## config.mk

```make
export PLATFORM = sky130hd
export DESIGN_NAME = goto_repetition_detector_flat
export DESIGN_NICKNAME = d
export VERILOG_FILES = /design/src/rtl/goto_repetition_detector_if.sv /design/src/rtl/goto_repetition_detector.sv /design/src/flat_wrapper.sv
export SDC_FILE = /design/constraint.sdc
export NUM_CORES = 1
export LEC_CHECK = 0
export CAP_MARGIN = 20
export CORE_MARGIN = 3
export CORE_UTILIZATION = 50
export CTS_CLUSTER_DIAMETER = 100
export DETAILED_ROUTE_END_ITERATION = 8
export GPL_TIMING_DRIVEN = 0
export PLACE_DENSITY = 0.81
export REMOVE_ABC_BUFFERS = 1
export SKIP_CTS_REPAIR_TIMING = 1
export SYNTH_ARGS = -nofsm -noshare
export SYNTH_HDL_FRONTEND = slang
export SYNTH_SLANG_ARGS = --single-unit
```

## constraint.sdc

```tcl
create_clock -name clk -period 3.2 [get_ports clk]
set_input_delay 0.32 -clock clk [delete_from_list [all_inputs] [get_ports clk]]
set_output_delay 0.32 -clock clk [all_outputs]
set_load 0.02 [all_outputs]
```

## src/rtl/goto_repetition_detector_if.sv

```systemverilog
// goto_repetition_detector_if: a/b event inputs and match/status outputs of the goto-repetition monitor
interface goto_repetition_detector_if #(
  parameter int N_HITS = 2,
  parameter int STAT_W = 16
);
  logic a;
  logic b;
  logic busy;
  logic [$clog2(N_HITS+1)-1:0] hits;
  logic match;
  logic [STAT_W-1:0] match_count;
  logic timeout;
  modport master(output a, b, input busy, hits, match, match_count, timeout);
  modport slave(input a, b, output busy, hits, match, match_count, timeout);
endinterface

```

## src/rtl/goto_repetition_detector.sv

```systemverilog
// goto_repetition_detector: detects "a ##1 b [->N_HITS]" with a registered match pulse; optional gap timeout via GOTO_TIMEOUT_EN
module goto_repetition_detector #(
  parameter int N_HITS = 2,
  parameter int MAX_GAP = 8,
  parameter int STAT_W = 16
) (
  input logic clk,
  input logic rst,
  goto_repetition_detector_if.slave bus
);
  localparam int HW = $clog2(N_HITS+1);
  localparam logic [HW-1:0] LAST = HW'(N_HITS-1);
  if (N_HITS < 1) begin : g_bad_hits
    $error("N_HITS must be >= 1");
  end
  if (MAX_GAP < 1) begin : g_bad_gap
    $error("MAX_GAP must be >= 1");
  end
  typedef enum logic {IDLE, ARMED} state_t;
  state_t state, state_n;
  logic [HW-1:0] hits, hits_n;
  logic match, match_n;
  logic [STAT_W-1:0] match_count;
`ifdef GOTO_TIMEOUT_EN
  localparam int GW = $clog2(MAX_GAP+1);
  localparam logic [GW-1:0] GAP_LAST = GW'(MAX_GAP-1);
  logic [GW-1:0] gap, gap_n;
  logic timeout, timeout_n;
`endif
  always_comb begin
    state_n = state;
    hits_n = hits;
    match_n = 1'b0;
`ifdef GOTO_TIMEOUT_EN
    gap_n = gap;
    timeout_n = 1'b0;
`endif
    if (state == IDLE) begin
      if (bus.a) begin
        state_n = ARMED;
        hits_n = '0;
`ifdef GOTO_TIMEOUT_EN
        gap_n = '0;
`endif
      end
    end else if (bus.b) begin
`ifdef GOTO_TIMEOUT_EN
      gap_n = '0;
`endif
      if (hits == LAST) begin
        state_n = IDLE;
        hits_n = '0;
        match_n = 1'b1;
      end else begin
        hits_n = hits + 1'b1;
      end
    end
`ifdef GOTO_TIMEOUT_EN
    else if (gap == GAP_LAST) begin
      state_n = IDLE;
      hits_n = '0;
      timeout_n = 1'b1;
    end else begin
      gap_n = gap + 1'b1;
    end
`endif
  end
  always_ff @(posedge clk) begin
    if (rst) begin
      state <= IDLE;
      hits <= '0;
      match <= 1'b0;
      match_count <= '0;
    end else begin
      state <= state_n;
      hits <= hits_n;
      match <= match_n;
      if (match_n && !(&match_count)) match_count <= match_count + 1'b1;
    end
  end
`ifdef GOTO_TIMEOUT_EN
  always_ff @(posedge clk) begin
    if (rst) begin
      gap <= '0;
      timeout <= 1'b0;
    end else begin
      gap <= gap_n;
      timeout <= timeout_n;
    end
  end
  assign bus.timeout = timeout;
`else
  assign bus.timeout = 1'b0;
`endif
  assign bus.busy = (state == ARMED);
  assign bus.hits = hits;
  assign bus.match = match;
  assign bus.match_count = match_count;
endmodule

```

## src/flat_wrapper.sv

```systemverilog
// flat-port wrapper written by rule: the top's interface ports become plain ports
module goto_repetition_detector_flat 
#(
  parameter int N_HITS = 2,
  parameter int MAX_GAP = 8,
  parameter int STAT_W = 16
)
  (clk, rst, bus_a, bus_b, bus_busy, bus_hits, bus_match, bus_match_count, bus_timeout);
  goto_repetition_detector_if #(.N_HITS(N_HITS), .STAT_W(STAT_W)) bus_i ();
  input logic clk;
  input logic rst;
  input wire logic [$bits(bus_i.a)-1:0] bus_a;
  input wire logic [$bits(bus_i.b)-1:0] bus_b;
  output wire logic [$bits(bus_i.busy)-1:0] bus_busy;
  output wire logic [$bits(bus_i.hits)-1:0] bus_hits;
  output wire logic [$bits(bus_i.match)-1:0] bus_match;
  output wire logic [$bits(bus_i.match_count)-1:0] bus_match_count;
  output wire logic [$bits(bus_i.timeout)-1:0] bus_timeout;
  assign bus_i.a = bus_a;
  assign bus_i.b = bus_b;
  assign bus_busy = bus_i.busy;
  assign bus_hits = bus_i.hits;
  assign bus_match = bus_i.match;
  assign bus_match_count = bus_i.match_count;
  assign bus_timeout = bus_i.timeout;
  goto_repetition_detector #(.N_HITS(N_HITS), .MAX_GAP(MAX_GAP), .STAT_W(STAT_W)) u_core (.clk(clk), .rst(rst), .bus(bus_i));
endmodule
```

==> results of run 1 <==
## state kept, by name, summed over array words and instances, names as in the netlist
name / cells
u_core.bus.busy: 1
u_core.bus.hits: 2
u_core.bus.match: 1
u_core.bus.match_count: 16
## cell type report
cell class                      instances  area [sq um]
Multi-Input combinational cell         91           572
Fill cell                             148           524
Sequential cell                        20           400
Timing Repair Buffer                   23           230
Clock buffer                            4          36.3
Tap cell                               25          31.3
Inverter                                2          7.51
## critical path: stages, from the launching register on
cell and delay (ns):
dfxtp_1 0.41, ha_1 0.30, nand4_1 0.22, nor4_2 0.59
nor4_1 0.11, mux2_2 0.29
## Yosys cell counts, types with 2 or more instances
library cell / number
dfxtp_1: 20
nor2_1: 11
a21oi_1: 8
nor3_1: 8
nand2_1: 7
nand3_1: 7
nor2b_1: 5
nand4_1: 4
nor4_1: 4
mux2_2: 3
o21ai_0: 3
or3_1: 3
a211oi_1: 2
buf_2: 2
clkbuf_1: 2
inv_1: 2
mux2i_1: 2
nand2b_1: 2
nor4b_1: 2
## routing by layer
layer	up-vias	track usage, %
li1	489	-
met3	2	2.62
met5	-	0
met1	454	27.6
met4	0	6.73
met2	26	28.9
## where the power goes
group	leakage, nW	internal (W)	switching [W]	total (W)
Clock	0.0210	0.0000692	0.0000755	0.000145
Combinational	0.217	0.0000107	0.0000140	0.0000247
Sequential	0.162	0.000251	0.00000326	0.000254
## final timing paths
check	to	cells after the start	slack [ns]	startpoint
max	u_core.bus.match_count[11]$_SDFFE_PP0P_	5	1.17	u_core.bus.match_count[0]$_SDFFE_PP0P_
min	u_core.bus.hits[1]$_SDFFE_PP0P_	1	0.52	u_core.bus.hits[1]$_SDFFE_PP0P_
max reg2reg	u_core.bus.match_count[11]$_SDFFE_PP0P_	5	1.17	u_core.bus.match_count[0]$_SDFFE_PP0P_
min reg2reg	u_core.bus.hits[1]$_SDFFE_PP0P_	1	0.52	u_core.bus.hits[1]$_SDFFE_PP0P_
## metrics by stage
step / worst slack (ns) / instance area [sq um] / hold slack, ns
global placement: 0.923 / 1240 / 0.485
CTS: 1.19 / 1280 / 0.514
global route: 0.944 / 1280 / 0.532
detailed placement: 0.901 / 1240 / 0.500
floorplan: 1.29 / 980 / 0.389
finish: 1.17 / 1280 / 0.516
## cells by family after synthesis
| logic type | after synthesis | synth area share, % |
|---|---|---|
| adders and majority gates | 1 | 1.25 |
| AOI/OAI and AO/OA | 21 | 13.9 |
| DFF | 20 | 39.9 |
| and+or+nand+nor | 62 | 34.9 |
| buffers and inverters | 7 | 3.24 |
| muxes | 6 | 6.48 |
| other | 1 | 0.373 |
==> impl_metrics.json, run 1 <==
{
  "cts_sinks": 20,
  "io_pins": 25,
  "ys_top_cells_by_area": "dfxtp_1 (40%), nor2_1 (4.1%), a21oi_1 (4.0%)",
  "syn_inst": 118,
  "rsz0062_at_grt": "no",
  "io_buffers": 23,
  "leakagePower_nw": 0.400,
  "synth_seq_cells": 20,
  "end_kind": "register",
  "wl_um": 2200,
  "die_w_um": 50.8,
  "async_reset_ff_share_pct": 0,
  "crit_fanout": 8,
  "max_freq_mhz": 493,
  "cts_max_path_buffers": 2,
  "dpl.cell_count": 161,
  "dp_hpwl_um": 1620,
  "n_antenna_cell": 0,
  "cts_buffers": 3,
  "gp_congestion": 0.807,
  "maxSlewViolCount": 0,
  "worstHoldPathType": "register to register",
  "synth_seq_area_share_pct": 39.9,
  "cp-start-kind": "register",
  "drive_gt1_share_pct": 7.14,
  "fin_crit_sh_pct": 63.4,
  "grt_use_total_pct": 19.1,
  "worstPathArrival_ns": 2.21,
  "final_cell_count_no_fill": 165,
  "die_h_um": 50.8,
  "setup_viol": 0,
  "outcome": "finished clean",
  "synth_ff_type": "dfxtp_1",
  "top_layer": "met4",
  "yosys_warnings": 0,
  "cts_tree": "yes",
  "postSynthAreaPerCell_sq_um": 8.51,
  "final_antenna_net_count": 0,
  "fp.coreArea_sq_um": 1800,
  "required_ns": 3.39,
  "final_common_cell": "clkdlybuf4s50_1",
  "gr-total-overflow": 0,
  "tightest_slew_ns": 0.865,
  "grt_max_degree": 27,
  "wl_met2_um": 982,
  "cts_root_buffer": "clkbuf_4",
  "final_cell_mix": "clkdlybuf4s50_1 (23), dfxtp_1 (20), nor2_1 (11), a21oi_1 (8), nor3_1 (8)",
  "fin_skew_ns": 0.0123,
  "yosys.cell_types.count": 40,
  "routedWlPerCell_um": 13.3,
  "syn_area_sq_um": 1000,
  "final-hold-violation-count": 0,
  "fin_util_pct": 70.9,
  "clk_latency_ns": 0.29,
  "crit_type": "register to register",
  "grt_pass1_vias": 910,
  "synth-edff-count": 0,
  "ir_worst_vdd_uv": 274,
  "period_needed_ns": 2.03,
  "num_vias": 971,
  "drc_errors": 0,
  "yosysTopAreaCell": "dfxtp_1",
  "drt_iter0_markers": 26,
  "via_per_inst": 5.88,
  "wl_met1_um": 1070,
  "antenna_found_initial": 0,
  "row_count": 15,
  "max_cap_violations": 0,
  "clk_pin_slew_ns": 0.11,
  "area.growth.synth_to_final_pct": 27.1,
  "yosysTopAreaCellShare_pct": 39.9,
  "dr_wl_met3_um": 127,
  "finalSetupTns_ns": 0,
  "grt_pass1_wl_um": 3890,
  "firstDrtPassIters": 4,
  "power_w": 0.000424,
  "slew_headroom_pct": 42.1,
  "layout.nets": 146,
  "power.density_nw_per_um2": 332,
  "htreeDepth": 1,
  "dieArea_sq_um": 2580,
  "initial_core_util_pct": 55.8
}
Power figures use the tool's default switching activity.
==> run 2, diff against run 1 <==
- CORE_UTILIZATION: 50 -> 43
- PLACE_DENSITY: 0.81 -> 0.74
- clock period: 3.2 -> 1.7 ns (I/O delays scaled with it)
==> impl_metrics.json, run 2 (synthesis gave the netlist of run 1 again) <==
{
  "cts_tree": "yes",
  "grt_max_degree": 27,
  "tightest_slew_ns": 0.893,
  "max_stage_delay_ns": 0.55,
  "ir_worst_vdd_uv": 531,
  "final_common_cell": "clkdlybuf4s50_1",
  "final-hold-violation-count": 0,
  "power.density_nw_per_um2": 525,
  "gp_congestion": 0.800,
  "final_cell_mix": "clkdlybuf4s50_1 (23), nor2_1 (11), dfxtp_2 (9), dfxtp_1 (9)",
  "clk_pin_slew_ns": 0.11,
  "grt_use_total_pct": 17.7,
  "num_vias": 1003,
  "wl_um": 2510,
  "n_antenna_cell": 0,
  "max_cap_violations": 0,
  "fin_skew_ns": 0.00196,
  "max_freq_mhz": 565,
  "routedWlPerCell_um": 14.3,
  "nFillCells": 176,
  "period_needed_ns": 1.77,
  "fin_crit_sh_pct": 104,
  "worstPathArrival_ns": 1.97,
  "initial_core_util_pct": 48.3,
  "hold_slack_ns": 0.493,
  "final_cell_count_no_fill": 175,
  "dpl.cell_count": 163,
  "io_buffers": 23,
  "clk_latency_ns": 0.30,
  "setup_viol": 5,
  "cts_root_buffer": "clkbuf_4",
  "grt_pass1_vias": 847,
  "die_w_um": 54.3,
  "reg.largest.list": "u_core.bus.match_count (16), u_core.bus.hits (2)",
  "dp_hpwl_um": 1640,
  "drive_gt1_share_pct": 27.7,
  "regMostFlops": "u_core.bus.match_count",
  "multi_input_area_sq_um": 648,
  "cp-start-kind": "primary input",
  "outcome": "complete, but fails checks",
  "cts_buffers": 3,
  "htreeDepth": 1,
  "layout.nets": 155,
  "crit_slowest_cell": "clkdlybuf4s50_1",
  "drc_errors": 0,
  "crit_type": "primary input to register",
  "violations": "negative setup slack",
  "largest_register_ffs": 16,
  "maxSlewViolCount": 0,
  "gr-total-overflow": 0,
  "layout.area.seq_sq_um": 419,
  "firstDrtPassIters": 4,
  "row_count": 16,
  "end_kind": "register",
  "grt_pass1_wl_um": 3790,
  "io_pins": 25,
  "cts_sinks": 20,
  "rsz0062_at_grt": "yes",
  "slew_headroom_pct": 40.3,
  "crit_chain": "clkdlybuf4s50_1 -> nand4b_1 -> or2_2 -> nor4b_2 -> mux2_2",
  "fp.coreArea_sq_um": 2080,
  "cts_max_path_buffers": 2,
  "via_per_inst": 5.73,
  "setup_slack_ns": -0.0693,
  "required_ns": 1.90,
  "worstHoldPathType": "register to register",
  "drt_iter0_markers": 18,
  "crit_fanout": 5,
  "dieArea_sq_um": 2950,
  "antenna_found_initial": 0,
  "fin_util_pct": 68.8,
  "leakagePower_nw": 0.459,
  "die_h_um": 54.3,
  "final_antenna_net_count": 0,
  "pre_cts_ws_ns": -0.508,
  "area.growth.synth_to_final_pct": 42.6
}
run 2: report_power, final:
| group | switching (W) | internal [W] |
|---|---|---|
| clock | 0.000141 | 0.0000827 |
| sequential | 0.00000645 | 0.000470 |
| combinational | 0.0000287 | 0.0000233 |
run 2: layer usage:
| metal | part of all wire [%] | wire length (um) | GRT usage (%) |
|---|---|---|---|
| met1 | 46 | 1150 | 22.4 |
| met2 | 49 | 1220 | 28.5 |
| met3 | 4.3 | 109 | 5.72 |
| met4 | 1.1 | 28 | 4.98 |
| met5 | 0 | 0 | 0 |
run 2: final timing paths:
check | to | cells after the start | startpoint | slack (ns)
min | u_core.bus.hits[0]$_SDFFE_PP0P_ | 1 | u_core.bus.hits[0]$_SDFFE_PP0P_ | 0.49
min reg2reg | u_core.bus.hits[0]$_SDFFE_PP0P_ | 1 | u_core.bus.hits[0]$_SDFFE_PP0P_ | 0.49
max | u_core.bus.match_count[8]$_SDFFE_PP0P_ | 5 | bus_b | -0.07
max reg2reg | u_core.bus.match_count[8]$_SDFFE_PP0P_ | 5 | u_core.bus.match_count[0]$_SDFFE_PP0P_ | -0.07
run 2: stage by stage:
step           power (W)  setup TNS, ns  instance area (sq um)
2_1_floorplan   0.000508         -0.748                    980
3_3_place_gp    0.000535          -2.40                   1240
3_5_place_dp    0.000537          -3.00                   1240
4_1_cts         0.000757          -2.23                   1270
5_1_grt         0.000780         -0.589                   1430
6_report        0.000752         -0.161                   1430
run 2: layout make-up:
class,count,share of cell area (%)
Sequential cell,20,29.3
Timing Repair Buffer,32,21.0
Clock buffer,3,1.57
Tap cell,27,2.36
Multi-Input combinational cell,91,45.2
Inverter,2,0.524
run 2: worst max-delay path: cells and delay by family:
| family | cells | cell delay (ns) |
|---|---|---|
| simple gates | 3 | 0.89 |
| buf+inv | 1 | 0.55 |
| mux | 1 | 0.36 |
==> run 3, diff against run 2 <==
- ABC_CLOCK_PERIOD_IN_PS: unset -> 1700
==> results of run 3 <==
Same layout as run 2: the final DEF is identical, and so are final timing and power.
